===== src/rtl/data_sram_resp_pkg.sv =====
// data_sram_resp_pkg: shared FSM encodings, stall constants and request record
// Build option: DSRAM_RESP_WBUF_EN selects posted writes in data_sram_resp.
package data_sram_resp_pkg;

    localparam logic [3:0] S_IDLE = 4'b0001;
    localparam logic [3:0] S_REQ  = 4'b0010;
    localparam logic [3:0] S_WAIT = 4'b0100;
    localparam logic [3:0] S_DONE = 4'b1000;

    localparam logic STOP    = 1'b1;
    localparam logic NO_STOP = 1'b0;

    typedef struct packed {
        logic [31:0] addr;
        logic [31:0] wdata;
        logic [3:0]  wen;
    } req_t;

endpackage


===== src/rtl/data_sram_resp_if.sv =====
// data_sram_resp_if: SRAM-like handshaked bus toward the cache/AXI bridge
// Ports (master = data_sram_resp side):
//   req/wr/wstrb/addr/wdata  request channel, held stable until addr_ok
//   addr_ok                  request accepted this cycle
//   data_ok/rdata            read data valid or write complete
interface data_sram_resp_if;

    logic        req;
    logic        wr;
    logic [3:0]  wstrb;
    logic [31:0] addr;
    logic [31:0] wdata;
    logic        addr_ok;
    logic        data_ok;
    logic [31:0] rdata;

    modport master (output req, wr, wstrb, addr, wdata, input addr_ok, data_ok, rdata);
    modport slave  (input req, wr, wstrb, addr, wdata, output addr_ok, data_ok, rdata);

endinterface


===== src/rtl/data_sram_resp.sv =====
// data_sram_resp: turns the EX fixed-latency data-SRAM access into a bus transaction and stalls until done
// Ports:
//   clk, resetn (async, active low)
//   data_sram_en/wen/addr/wdata   access from EX (wen=0 means load)
//   data_sram_rdata               load data to MEM, held until the next load completes
//   stallreq_for_mem              combinational stall request
//   mem                           bus master port (data_sram_resp_if.master)
// Build option: DSRAM_RESP_WBUF_EN posts writes (leave on addr_ok, one write outstanding).
module data_sram_resp
    import data_sram_resp_pkg::*;
(
    input  logic             clk,
    input  logic             resetn,
    input  logic             data_sram_en,
    input  logic [3:0]       data_sram_wen,
    input  logic [31:0]      data_sram_addr,
    input  logic [31:0]      data_sram_wdata,
    output logic [31:0]      data_sram_rdata,
    output logic             stallreq_for_mem,
    data_sram_resp_if.master mem
);

`ifdef DSRAM_RESP_WBUF_EN
    localparam logic POSTED = 1'b1;
`else
    localparam logic POSTED = 1'b0;
`endif

    logic [3:0]  state_q, state_d;
    req_t        req_q, req_d;
    logic        wr_q, wr_d;
    logic        pend_q, pend_d;
    logic [31:0] rdata_q, rdata_d;
    logic        idle;

    assign idle             = state_q == S_IDLE;
    assign stallreq_for_mem = ((idle & data_sram_en) | state_q == S_REQ | state_q == S_WAIT) ? STOP : NO_STOP;
    assign mem.req          = state_q == S_REQ;
    assign mem.wr           = wr_q;
    assign mem.wstrb        = req_q.wen;
    assign mem.addr         = req_q.addr;
    assign mem.wdata        = req_q.wdata;
    assign data_sram_rdata  = rdata_q;

    always_comb begin
        state_d = state_q;
        req_d   = req_q;
        wr_d    = wr_q;
        rdata_d = rdata_q;
        // the outstanding posted write retires on whatever data_ok arrives while it is pending
        pend_d  = pend_q & ~mem.data_ok;
        case (state_q)
            S_IDLE: if (data_sram_en & ~pend_q) begin
                state_d = S_REQ;
                req_d   = '{addr: data_sram_addr, wdata: data_sram_wdata, wen: data_sram_wen};
                wr_d    = |data_sram_wen;
            end
            S_REQ: if (mem.addr_ok) begin
                state_d = (mem.data_ok | (POSTED & wr_q)) ? S_DONE : S_WAIT;
                pend_d  = POSTED & wr_q & ~mem.data_ok;
                rdata_d = (mem.data_ok & ~wr_q) ? mem.rdata : rdata_q;
            end
            S_WAIT: if (mem.data_ok) begin
                state_d = S_DONE;
                rdata_d = wr_q ? rdata_q : mem.rdata;
            end
            default: state_d = S_IDLE;
        endcase
    end

    always_ff @(posedge clk or negedge resetn) begin
        if (!resetn) begin
            state_q <= S_IDLE;
            req_q   <= '0;
            wr_q    <= 1'b0;
            pend_q  <= 1'b0;
            rdata_q <= '0;
        end else begin
            state_q <= state_d;
            req_q   <= req_d;
            wr_q    <= wr_d;
            pend_q  <= pend_d;
            rdata_q <= rdata_d;
        end
    end

endmodule

===== src/flat_wrapper.sv =====
// flat-port wrapper written by rule: the top's interface ports become plain ports
module data_sram_resp_flat import data_sram_resp_pkg::*;
  (clk, resetn, data_sram_en, data_sram_wen, data_sram_addr, data_sram_wdata, data_sram_rdata, stallreq_for_mem, mem_req, mem_wr, mem_wstrb, mem_addr, mem_wdata, mem_addr_ok, mem_data_ok, mem_rdata);
  data_sram_resp_if mem_i ();
  input  logic clk;
  input  logic resetn;
  input  logic data_sram_en;
  input  logic [3:0] data_sram_wen;
  input  logic [31:0] data_sram_addr;
  input  logic [31:0] data_sram_wdata;
  output logic [31:0] data_sram_rdata;
  output logic stallreq_for_mem;
  output wire logic [$bits(mem_i.req)-1:0] mem_req;
  output wire logic [$bits(mem_i.wr)-1:0] mem_wr;
  output wire logic [$bits(mem_i.wstrb)-1:0] mem_wstrb;
  output wire logic [$bits(mem_i.addr)-1:0] mem_addr;
  output wire logic [$bits(mem_i.wdata)-1:0] mem_wdata;
  input wire logic [$bits(mem_i.addr_ok)-1:0] mem_addr_ok;
  input wire logic [$bits(mem_i.data_ok)-1:0] mem_data_ok;
  input wire logic [$bits(mem_i.rdata)-1:0] mem_rdata;
  assign mem_req = mem_i.req;
  assign mem_wr = mem_i.wr;
  assign mem_wstrb = mem_i.wstrb;
  assign mem_addr = mem_i.addr;
  assign mem_wdata = mem_i.wdata;
  assign mem_i.addr_ok = mem_addr_ok;
  assign mem_i.data_ok = mem_data_ok;
  assign mem_i.rdata = mem_rdata;
  data_sram_resp u_core (.clk(clk), .resetn(resetn), .data_sram_en(data_sram_en), .data_sram_wen(data_sram_wen), .data_sram_addr(data_sram_addr), .data_sram_wdata(data_sram_wdata), .data_sram_rdata(data_sram_rdata), .stallreq_for_mem(stallreq_for_mem), .mem(mem_i));
endmodule

===== config.mk =====
export PLATFORM = sky130hd
export DESIGN_NAME = data_sram_resp_flat
export DESIGN_NICKNAME = d
export VERILOG_FILES = /design/src/rtl/data_sram_resp_pkg.sv /design/src/rtl/data_sram_resp_if.sv /design/src/rtl/data_sram_resp.sv /design/src/flat_wrapper.sv
export SDC_FILE = /design/constraint.sdc
export NUM_CORES = 1
export LEC_CHECK = 0
export ABC_AREA = 1
export CORE_ASPECT_RATIO = 0.6
export CORE_MARGIN = 1
export CORE_UTILIZATION = 37
export CTS_CLUSTER_DIAMETER = 100
export DETAILED_ROUTE_END_ITERATION = 10
export PLACE_DENSITY = 0.82
export SYNTH_ARGS = -nofsm -noshare
export SYNTH_HDL_FRONTEND = slang
export SYNTH_SLANG_ARGS = --single-unit

===== constraint.sdc =====
create_clock -name clk -period 1.3 [get_ports clk]
set_input_delay 0.26 -clock clk [delete_from_list [all_inputs] [get_ports clk]]
set_output_delay 0.26 -clock clk [all_outputs]
set_load 0.005 [all_outputs]

==> summary.txt, run 1 <==
STA
  – Final Hold Vio Count: 0
  – Max Fclk: 0.602 GHz
  – Worst clock skew: 14.0 ps
  – Slew margin rel.: 0.737
  – Setup-failing EPs final: 104
  – Slew Limit Fails: 0
  – RSZ-0062 raised after global routing: true
  – Final worst slack: -360 ps
  – Period utilization: 1.28
  – Final min period: 1660 ps
  – Worst Max-Slew Pin Slew: 391 ps

Placed design
  – Routability Congestion: 0.799
  – Dpl cell area: 6760 sq um
  – Post-DP HPWL: 8.85 mm
  – # port buffers: 207

Run status
  – Failing checks: negative setup slack
  – Run status: finished with violations

Floorplan
  – Die area: 12400 sq um
  – Die Y-Extent: 86.7 um
  – Row count: 30
  – IO Pins: 208
  – Die width: 143 um
  – Initial core utilization: 0.386
  – Total core area: 11400 sq um

Worst setup path
  – Crit-path max FO: 3
  – CP Capture Type: output pin
  – CP Data Required Time: 1040 ps
  – Crit path max-delay cell type: dfstp_2
  – Critical path arrival: 1400 ps
  – Critical Path Max Stage Delay: 560 ps
  – Critical path cell sequence: nor2_1, nand2_1, nand2_2, o21bai_1, buf_2
  – Critical path class: reg2out
  – CP Launch Type: flop

Finish
  – Finished Cell Area: 7830 sq um
  – Register area: 2650 sq um
  – Nets@finish: 865
  – # diodes: 0
  – Number of fill cells: 846
  – Most frequent cells in the layout: 187 x nand2_1, 105 x dfrtp_1, 103 x clkdlybuf4s50_1
  – Most common cell after layout, fill and taps aside: nand2_1
  – Area grow syn2layout: 77.2%
  – Share of cells above drive strength 1: 0.204
  – Area of the multi-input gates: 1680 sq um

Drt
  – Routed Antenna Nets: 0
  – # DRC: 0
  – First-pass detailed-route iteration total: 4
  – Avg WL per Cell: 16.0 um
  – Detailed-route via count: 4357
  – Routed WL: 14.8 mm
  – Vias per std cell: 4.71
  – DRT iter0 DRCs: 174

Global route
  – First-pass GRT wire length: 20.7 mm
  – Total GRT Usage: 0.218
  – Grt ovf: 0
  – Initial antenna violation count: 0
  – Pin count of the biggest net entering global routing: 60
  – Vias in the first global route: 4184

Pwr
  – Leak Pwr: 0.00404 uW
  – Pwr Total: 17500 uW
  – Power per cell area: 2230 nW/um^2
  – Worst vdd ir: 1160 uV

Min path
  – Worst Hold Class: in2reg

Logic synthesis
  – Distinct cells, synth: 20
  – Mapped Avg Cell Area: 8.82 sq um
  – Post-Syn Area: 4420 sq um
  – #FFs+latches synth: 106
  – Yosys top cell by area: dfrtp_1
  – Synth area leaders: dfrtp_1 59%, nand2_1 21%, o21bai_1 5.6%, nand3_1 3.7%, inv_1 3.4%
  – Sequential share of the synthesized area: 0.601
  – Syn Nets: 606
  – Cells after Synth: 501
  – Area share of the largest cell type after synthesis: 0.595
  – Yosys warns: 0

Clocking
  – CTS clk-pin slew, worst paths: 80 ps
  – H-tree depth: 3
  – Worst skew pair latency: 350 ps
  – Num CTS Buffers: 9
  – CTS root buf: clkbuf_16
  – CTS sink cnt: 106
  – Clock Tree Buf Depth: 2
  – CTS tree: built

Flow run
  – Max-Cap Viols: 0
state kept, by name (all words and copies together) (netlist names):
register and count:
u_core.mem.wdata 32, u_core.mem.addr 32, u_core.mem.wstrb 4, u_core.data_sram_rdata 32
u_core.mem.wr 1, u_core.state_q 4, u_core.pend_q 1
power by group:
| group | switching [uW] | leakage [uW] | internal, uW |
|---|---|---|---|
| Combinational | 4150 | 0.00260 | 4820 |
| Clock | 1320 | 0.000147 | 1360 |
| Sequential | 930 | 0.00129 | 4900 |
| Total | 6410 | 0.00404 | 11100 |
final timing paths:
path                                     start                         end  slack (ps)  depth (start not counted)
max                          u_core.state_q[0]            stallreq_for_mem        -360                          5
min                         data_sram_addr[12]         u_core.mem.addr[12]         450                          3
max reg2reg                  u_core.state_q[0]         u_core.mem.addr[14]        -340                          8
min reg2reg                u_core.mem.wdata[8]         u_core.mem.wdata[8]         470                          2
max in group asynchronous               resetn           u_core.state_q[0]         510                          3
min in group asynchronous               resetn  u_core.data_sram_rdata[18]         480                          3
cell families after synthesis:
family | Yosys count | synth area share
AOI/OAI and AO/OA | 38 | 0.0643
and+or+nand+nor | 289 | 0.262
buffers and inverters | 68 | 0.0733
DFF | 106 | 0.601
layout make-up:
cell class	instances	area share
repair buffers	274	0.362
flip-flops and latches	106	0.339
multi-input cells	327	0.214
clock buffers	9	0.0288
well taps	160	0.0256
inverters	42	0.0220
clock inverters	7	0.00895
Yosys cell counts:
cell type and n:
a21oi_1 1, a21oi_4 1, buf_2 10, buf_4 3, buf_6 6, clkbuf_1 7
dfrtp_1 105, dfstp_2 1, inv_1 40, inv_2 2, nand2_1 243, nand2_2 2
nand2_4 2, nand3_1 33, nand3_2 1, nor2_1 6, nor2_2 1, nor4_1 1
o21ai_0 3, o21bai_1 33
worst max-delay path: cells and delay by family, from the launching register on:
kind                   cells  cell delay, ps
AOI/OAI and AO/OA          1             160
buffers and inverters      1             130
DFF                        1             560
and+or+nand+nor            3             220
metrics by stage:
stage / setup WS [ps] / instances / setup TNS [ps] / utilization / hold slack [ps]
6_report: -360 / 925 / -23090 / 0.684 / 450
5_1_grt: -448 / 925 / -31650 / 0.684 / 450
4_1_cts: -334 / 904 / -22670 / 0.638 / 424
3_5_place_dp: -405 / 862 / -26860 / 0.590 / 274
3_3_place_gp: -391 / 862 / -25400 / 0.590 / 264
2_1_floorplan: 44.1 / 501 / 0 / - / -35.6
routing by layer:
layer  vias to the layer above  global-route usage  share of wire
li1                       2044                   -              -
met1                      2106               0.272           0.42
met2                       193               0.369           0.50
met3                        14              0.0652          0.078
met4                         0              0.0587         0.0078
met5                         -                   0              0
what timing repair did:
item / in CTS / in global routing
endpoints found under the setup margin: 199 / 125
gates resized for setup: 125 / 114
gates cloned: 6 / 7
hold buffers: 1 / 0
buffers inserted: 19 / 16
hold endpoints to repair: 105 / 0
pin swaps: 7 / 12
No activity file was read; power rests on OpenSTA's default activity.
==> run 2, diff against run 1 <==
- CORE_UTILIZATION: 37 -> 38
- CTS_BUF_LIST: default -> sky130_fd_sc_hd__clkbuf_2 sky130_fd_sc_hd__clkbuf_4 sky130_fd_sc_hd__clkbuf_8
- PLACE_DENSITY: 0.82 -> 0.84
==> run 2 against run 1 <==
Sequential power about the same; the flow still finishes with violations (negative setup slack); die area shrank 2.6%; clock skew barely moved; critical endpoint unchanged; maximum frequency down 6.0%; design area up 6.5%; worst hold slack got worse by 69 ps; cell count rose by 4.4%.
==> summary.txt, run 2 (synthesis gave the netlist of run 1 again) <==
Run status
  – Run status: finished with violations
  – Failing checks: negative setup slack

Floorplan
  – Initial core utilization: 0.391
  – Die area: 12100 sq um
  – Die Y-Extent: 85.5 um
  – Die width: 141 um
  – Row count: 30
  – Total core area: 11300 sq um
  – IO Pins: 208

Drt
  – Vias per std cell: 4.79
  – Avg WL per Cell: 16.9 um
  – Routed Antenna Nets: 0
  – DRT iter0 DRCs: 227
  – First-pass detailed-route iteration total: 5
  – Routed WL: 16.4 mm
  – # DRC: 0
  – Detailed-route via count: 4625

Placed design
  – Post-DP HPWL: 8.80 mm
  – Dpl cell area: 6760 sq um
  – # port buffers: 207
  – Routability Congestion: 0.821

Clocking
  – H-tree depth: 3
  – CTS sink cnt: 106
  – Num CTS Buffers: 9
  – Clock Tree Buf Depth: 2
  – Worst skew pair latency: 380 ps
  – CTS root buf: clkbuf_8
  – CTS tree: built
  – CTS clk-pin slew, worst paths: 110 ps

Worst setup path
  – CP Data Required Time: 1040 ps
  – Crit-path max FO: 3
  – Worst path bufs/invs: 2
  – Critical path class: reg2out
  – Critical path's top delay family: flip-flops
  – Critical Path Max Stage Delay: 580 ps
  – Critical path arrival: 1510 ps
  – CP Capture Type: output pin
  – CP Launch Type: flop
  – Crit path max-delay cell type: dfstp_2
  – Critical path cell sequence: nor2_4, nand2_2, buf_6, nand2_4, o21bai_4, buf_2

Global route
  – First-pass GRT wire length: 24.7 mm
  – Vias in the first global route: 4799
  – Pin count of the biggest net entering global routing: 31
  – Grt ovf: 0
  – Total GRT Usage: 0.268
  – Initial antenna violation count: 0

Pwr
  – Pwr Total: 18600 uW
  – Cell internal pwr: 11800 uW
  – Gate power share: 0.575
  – Sw power: 6770 uW
  – Power per cell area: 2220 nW/um^2
  – Clock group share of total power: 0.111
  – Reg power frac: 0.314
  – Switching part of the total power: 0.365
  – Leak Pwr: 0.00412 uW
  – Worst vdd ir: 1220 uV

STA
  – Period utilization: 1.36
  – Max Fclk: 0.566 GHz
  – Final min period: 1770 ps
  – Hold Slack: 381 ps
  – Slew margin rel.: 0.672
  – Worst Max-Slew Pin Slew: 490 ps
  – Worst clock skew: 13.7 ps
  – Slew Limit Fails: 0
  – Final Hold Vio Count: 0
  – Setup-failing EPs final: 107
  – Final worst slack: -466 ps
  – RSZ-0062 raised after global routing: true

Flow run
  – Max-Cap Viols: 0

Finish
  – # diodes: 0
  – Share of cells above drive strength 1: 0.252
  – Number of fill cells: 765
  – Most frequent cells in the layout: 238 x nand2_1, 105 x dfrtp_1, 103 x clkdlybuf4s50_1
  – Area grow syn2layout: 88.7%
  – Nets@finish: 906
  – Most common cell after layout, fill and taps aside: nand2_1
  – Finished Cell Area: 8340 sq um

Min path
  – Worst Hold Class: in2async
run 2: cell types whose count changed in the layout (fill, tap and decap cells not counted), moves of 12 or more:
cell / before / now
dlygate4sd2_1: 85 / 0
clkdlybuf4s15_1: 16 / 78
nand2_1: 187 / 238
nand2_2: 47 / 5
nand3_1: 33 / 0
buf_4: 33 / 63
nand3_2: 0 / 29
clkbuf_2: 0 / 22
clkbuf_16: 14 / 2
run 2: power by group through the flow:
stage,clock network (uW),registers [uW],logic (uW)
floorplan,0,5880,2880
global placement,0,5740,7310
detailed placement,0,5820,7530
CTS,2100,5740,9910
global route,2220,6000,11400
finish,2060,5830,10700
run 2: final timing paths:
kind                                 startpoint                         end  slack [ps]  cells past startpoint
max                           u_core.state_q[0]            stallreq_for_mem        -470                      6
min                                      resetn  u_core.data_sram_rdata[15]         380                      2
max reg2reg                   u_core.state_q[1]  u_core.data_sram_rdata[27]        -430                     10
min reg2reg                u_core.mem.wdata[20]        u_core.mem.wdata[20]         490                      2
max in group asynchronous                resetn   u_core.data_sram_rdata[2]         400                      3
min in group clk             data_sram_addr[20]         u_core.mem.addr[20]         400                      3
run 2: through the flow:
step           std cells  setup slack (ps)  setup TNS [ps]  utilization
3_5_place_dp         860              -381          -26510        0.598
4_1_cts              945              -446          -27280        0.723
5_1_grt              966              -520          -42840        0.738
3_3_place_gp         860              -389          -24980        0.598
6_report             966              -466          -35120        0.738
2_1_floorplan        501              44.1               0            -
run 2: timing repair:
action | 4_1_cts | 5_1_grt
hold buffers | 1 | 0
buffers inserted | 55 | 24
cloned | 18 | 2
pin swaps | 30 | 7
setup endpoints to repair | 198 | 150
endpoints found under the hold margin | 23 | 0
gates resized for setup | 272 | 64
run 2: layout make-up:
| cell class | count | area [sq um] | share of cell area |
|---|---|---|---|
| flip-flops and latches | 106 | 2650 | 0.318 |
| repair buffers | 314 | 3360 | 0.403 |
| clock buffers | 10 | 138 | 0.0165 |
| multi-input cells | 328 | 1750 | 0.210 |
| inverters | 42 | 178 | 0.0213 |
| clock inverters | 6 | 58.8 | 0.00705 |
| well taps | 160 | 200 | 0.0240 |
run 2: layer usage:
layer / wire length (um) / track usage
met1: 6500 / 0.324
met2: 8210 / 0.475
met3: 1390 / 0.0821
met4: 252 / 0.0553
met5: 0 / 0
==> run 3, diff against run 2 <==
- CORE_MARGIN: 1 -> 2
- TNS_END_PERCENT: default -> 1
==> run 3 against run 2 <==
The run still ends with negative setup slack left; sequential share of layout area rose by 6.5 points; via count fell by 13%; largest power group unchanged; routed wire length fell by 24%; maximum frequency rose by 4.3%; worst hold slack got worse by 120 ps; total power fell by 22%; die area rose by 3.8%; critical path depth fell by 1; cell count fell by 8.6%; sequential power barely moved.
==> summary.txt, run 3 (synthesis gave the netlist of run 1 again) <==
Global route
  – Total GRT Usage: 0.203
  – Pin count of the biggest net entering global routing: 55
  – Vias in the first global route: 4138
  – Initial antenna violation count: 0
  – First-pass GRT wire length: 19.9 mm
  – Grt ovf: 0

Placed design
  – Post-DP HPWL: 9.19 mm
  – # port buffers: 207
  – Routability Congestion: 0.816
  – Inst Count DP: 861

STA
  – Final min period: 1690 ps
  – Worst clock skew: 10.5 ps
  – Period utilization: 1.30
  – Final Hold Vio Count: 0
  – Setup-failing EPs final: 104
  – Slew margin rel.: 0.801
  – Slew Limit Fails: 0
  – Setup TNS: -14180 ps
  – RSZ-0062 raised after global routing: true
  – Max Fclk: 0.590 GHz
  – Worst Max-Slew Pin Slew: 295 ps
  – Final worst slack: -394 ps

Finish
  – Area grow syn2layout: 56.9%
  – Fin cells: 883
  – # diodes: 0
  – Nets@finish: 823
  – Share of cells above drive strength 1: 0.112
  – Most common cell after layout, fill and taps aside: nand2_1
  – Final core utilization: 0.612
  – Most frequent cells in the layout: 239 x nand2_1, 105 x dfrtp_1, 103 x clkdlybuf4s50_1

Worst setup path
  – Crit-path max FO: 3
  – Crit path max-delay cell type: dfstp_2
  – Critical path cell sequence: nor2_2, nand2_2, nand2_2, o21bai_1, buf_2
  – CP Capture Type: output pin
  – Critical path arrival: 1430 ps
  – CP Data Required Time: 1040 ps
  – Critical path class: reg2out
  – Critical Path Max Stage Delay: 580 ps
  – Crit-path most repeated cell: nand2_2
  – CP Launch Type: flop

Clocking
  – Num CTS Buffers: 9
  – H-tree depth: 3
  – CTS clk-pin slew, worst paths: 100 ps
  – CTS sink cnt: 106
  – Clock Tree Buf Depth: 2
  – CTS root buf: clkbuf_8
  – Worst skew pair latency: 370 ps
  – CTS tree: built

Pwr
  – Leak Pwr: 0.00349 uW
  – Switching part of the total power: 0.371
  – Reg power frac: 0.403
  – Worst vdd ir: 1050 uV
  – Sw power: 5380 uW
  – Power per cell area: 2090 nW/um^2
  – Cell internal pwr: 9140 uW
  – Clock group share of total power: 0.132
  – Gate power share: 0.466

Floorplan
  – Die Y-Extent: 87.5 um
  – Die width: 143 um
  – Total core area: 11300 sq um
  – Die area: 12500 sq um
  – IO Pins: 208
  – Initial core utilization: 0.390
  – Row count: 30

Drt
  – DRT iter0 DRCs: 131
  – Routed Antenna Nets: 0
  – Vias per std cell: 4.57
  – Routed WL: 12.5 mm
  – First-pass detailed-route iteration total: 5
  – # DRC: 0
  – Detailed-route via count: 4031
  – Avg WL per Cell: 14.2 um

Run status
  – Failing checks: negative setup slack
  – Run status: finished with violations

Flow run
  – Max-Cap Viols: 0

Min path
  – Worst Hold Class: in2async
-- run 3: cell count changes in the layout (fill, tap and decap cells not counted), moves of 3 or more --
cell | before | now
buf_12 | 13 | 7
buf_16 | 12 | 0
buf_4 | 63 | 13
buf_6 | 13 | 4
bufbuf_16 | 5 | 0
inv_1 | 37 | 40
inv_8 | 3 | 0
nand2_8 | 4 | 1
nand3_1 | 0 | 33
nand3_2 | 29 | 1
nand3_4 | 5 | 0
-- run 3: critical path, delay by kind of cell (launching register included) --
family                 cells  cell delay [ps]
DFF                        1              580
AOI/OAI and AO/OA          1              160
and+or+nand+nor            3              220
buffers and inverters      1              130
-- run 3: stage by stage --
stage / power, uW / setup slack [ps] / hold slack (ps) / cell area [sq um]
global route: 15700 / -469 / 265 / 6930
global placement: 13100 / -387 / 87.4 / 6750
finish: 14500 / -394 / 262 / 6930
floorplan: 8760 / 44.1 / -35.6 / 4420
detailed placement: 13400 / -398 / 90.3 / 6750
CTS: 14700 / -409 / 251 / 7000
-- run 3: final cells by class --
| class | count | area (sq um) |
|---|---|---|
| Timing Repair Buffer | 232 | 2250 |
| Inverter | 42 | 163 |
| Tap cell | 160 | 200 |
| Sequential cell | 106 | 2650 |
| Clock buffer | 10 | 138 |
| Fill cell | 946 | 4400 |
| Clock inverter | 6 | 47.5 |
| Multi-Input combinational cell | 327 | 1480 |
-- run 3: timing repair --
item	in CTS	in global routing
hold endpoints to repair	105	0
hold buffers	1	0
gates resized for setup	202	48
pin swaps	8	4
setup endpoints to repair	205	146
setup buffers	5	0
-- run 3: final timing paths --
check	startpoint	end	slack [ps]	cells after the start
min in group clk	data_sram_addr[11]	u_core.mem.addr[11]	420	3
worst max register to register	u_core.state_q[1]	u_core.data_sram_rdata[22]	-300	9
worst min-delay path	resetn	u_core.mem.addr[28]	260	2
max in group asynchronous	resetn	u_core.state_q[0]	520	3
worst min register to register	u_core.mem.wdata[10]	u_core.mem.wdata[10]	490	2
worst max-delay path	u_core.state_q[0]	stallreq_for_mem	-390	5
-- run 3: power by group through the flow --
| stage | Combinational [uW] | Clock [uW] | Sequential, uW |
|---|---|---|---|
| 2_1_floorplan | 2880 | 0 | 5880 |
| 3_3_place_gp | 7320 | 0 | 5770 |
| 3_5_place_dp | 7560 | 0 | 5860 |
| 4_1_cts | 6920 | 1990 | 5830 |
| 5_1_grt | 7550 | 2140 | 6020 |
| 6_report | 6760 | 1910 | 5840 |
-- run 3: per-layer routing --
metal,share of wire,wire [um],global-route usage,vias up
met5,0,0,0,-
met4,0.011,133,0.0553,0
li1,-,-,-,1957
met3,0.093,1170,0.0705,14
met1,0.42,5260,0.250,1884
met2,0.48,5940,0.348,176
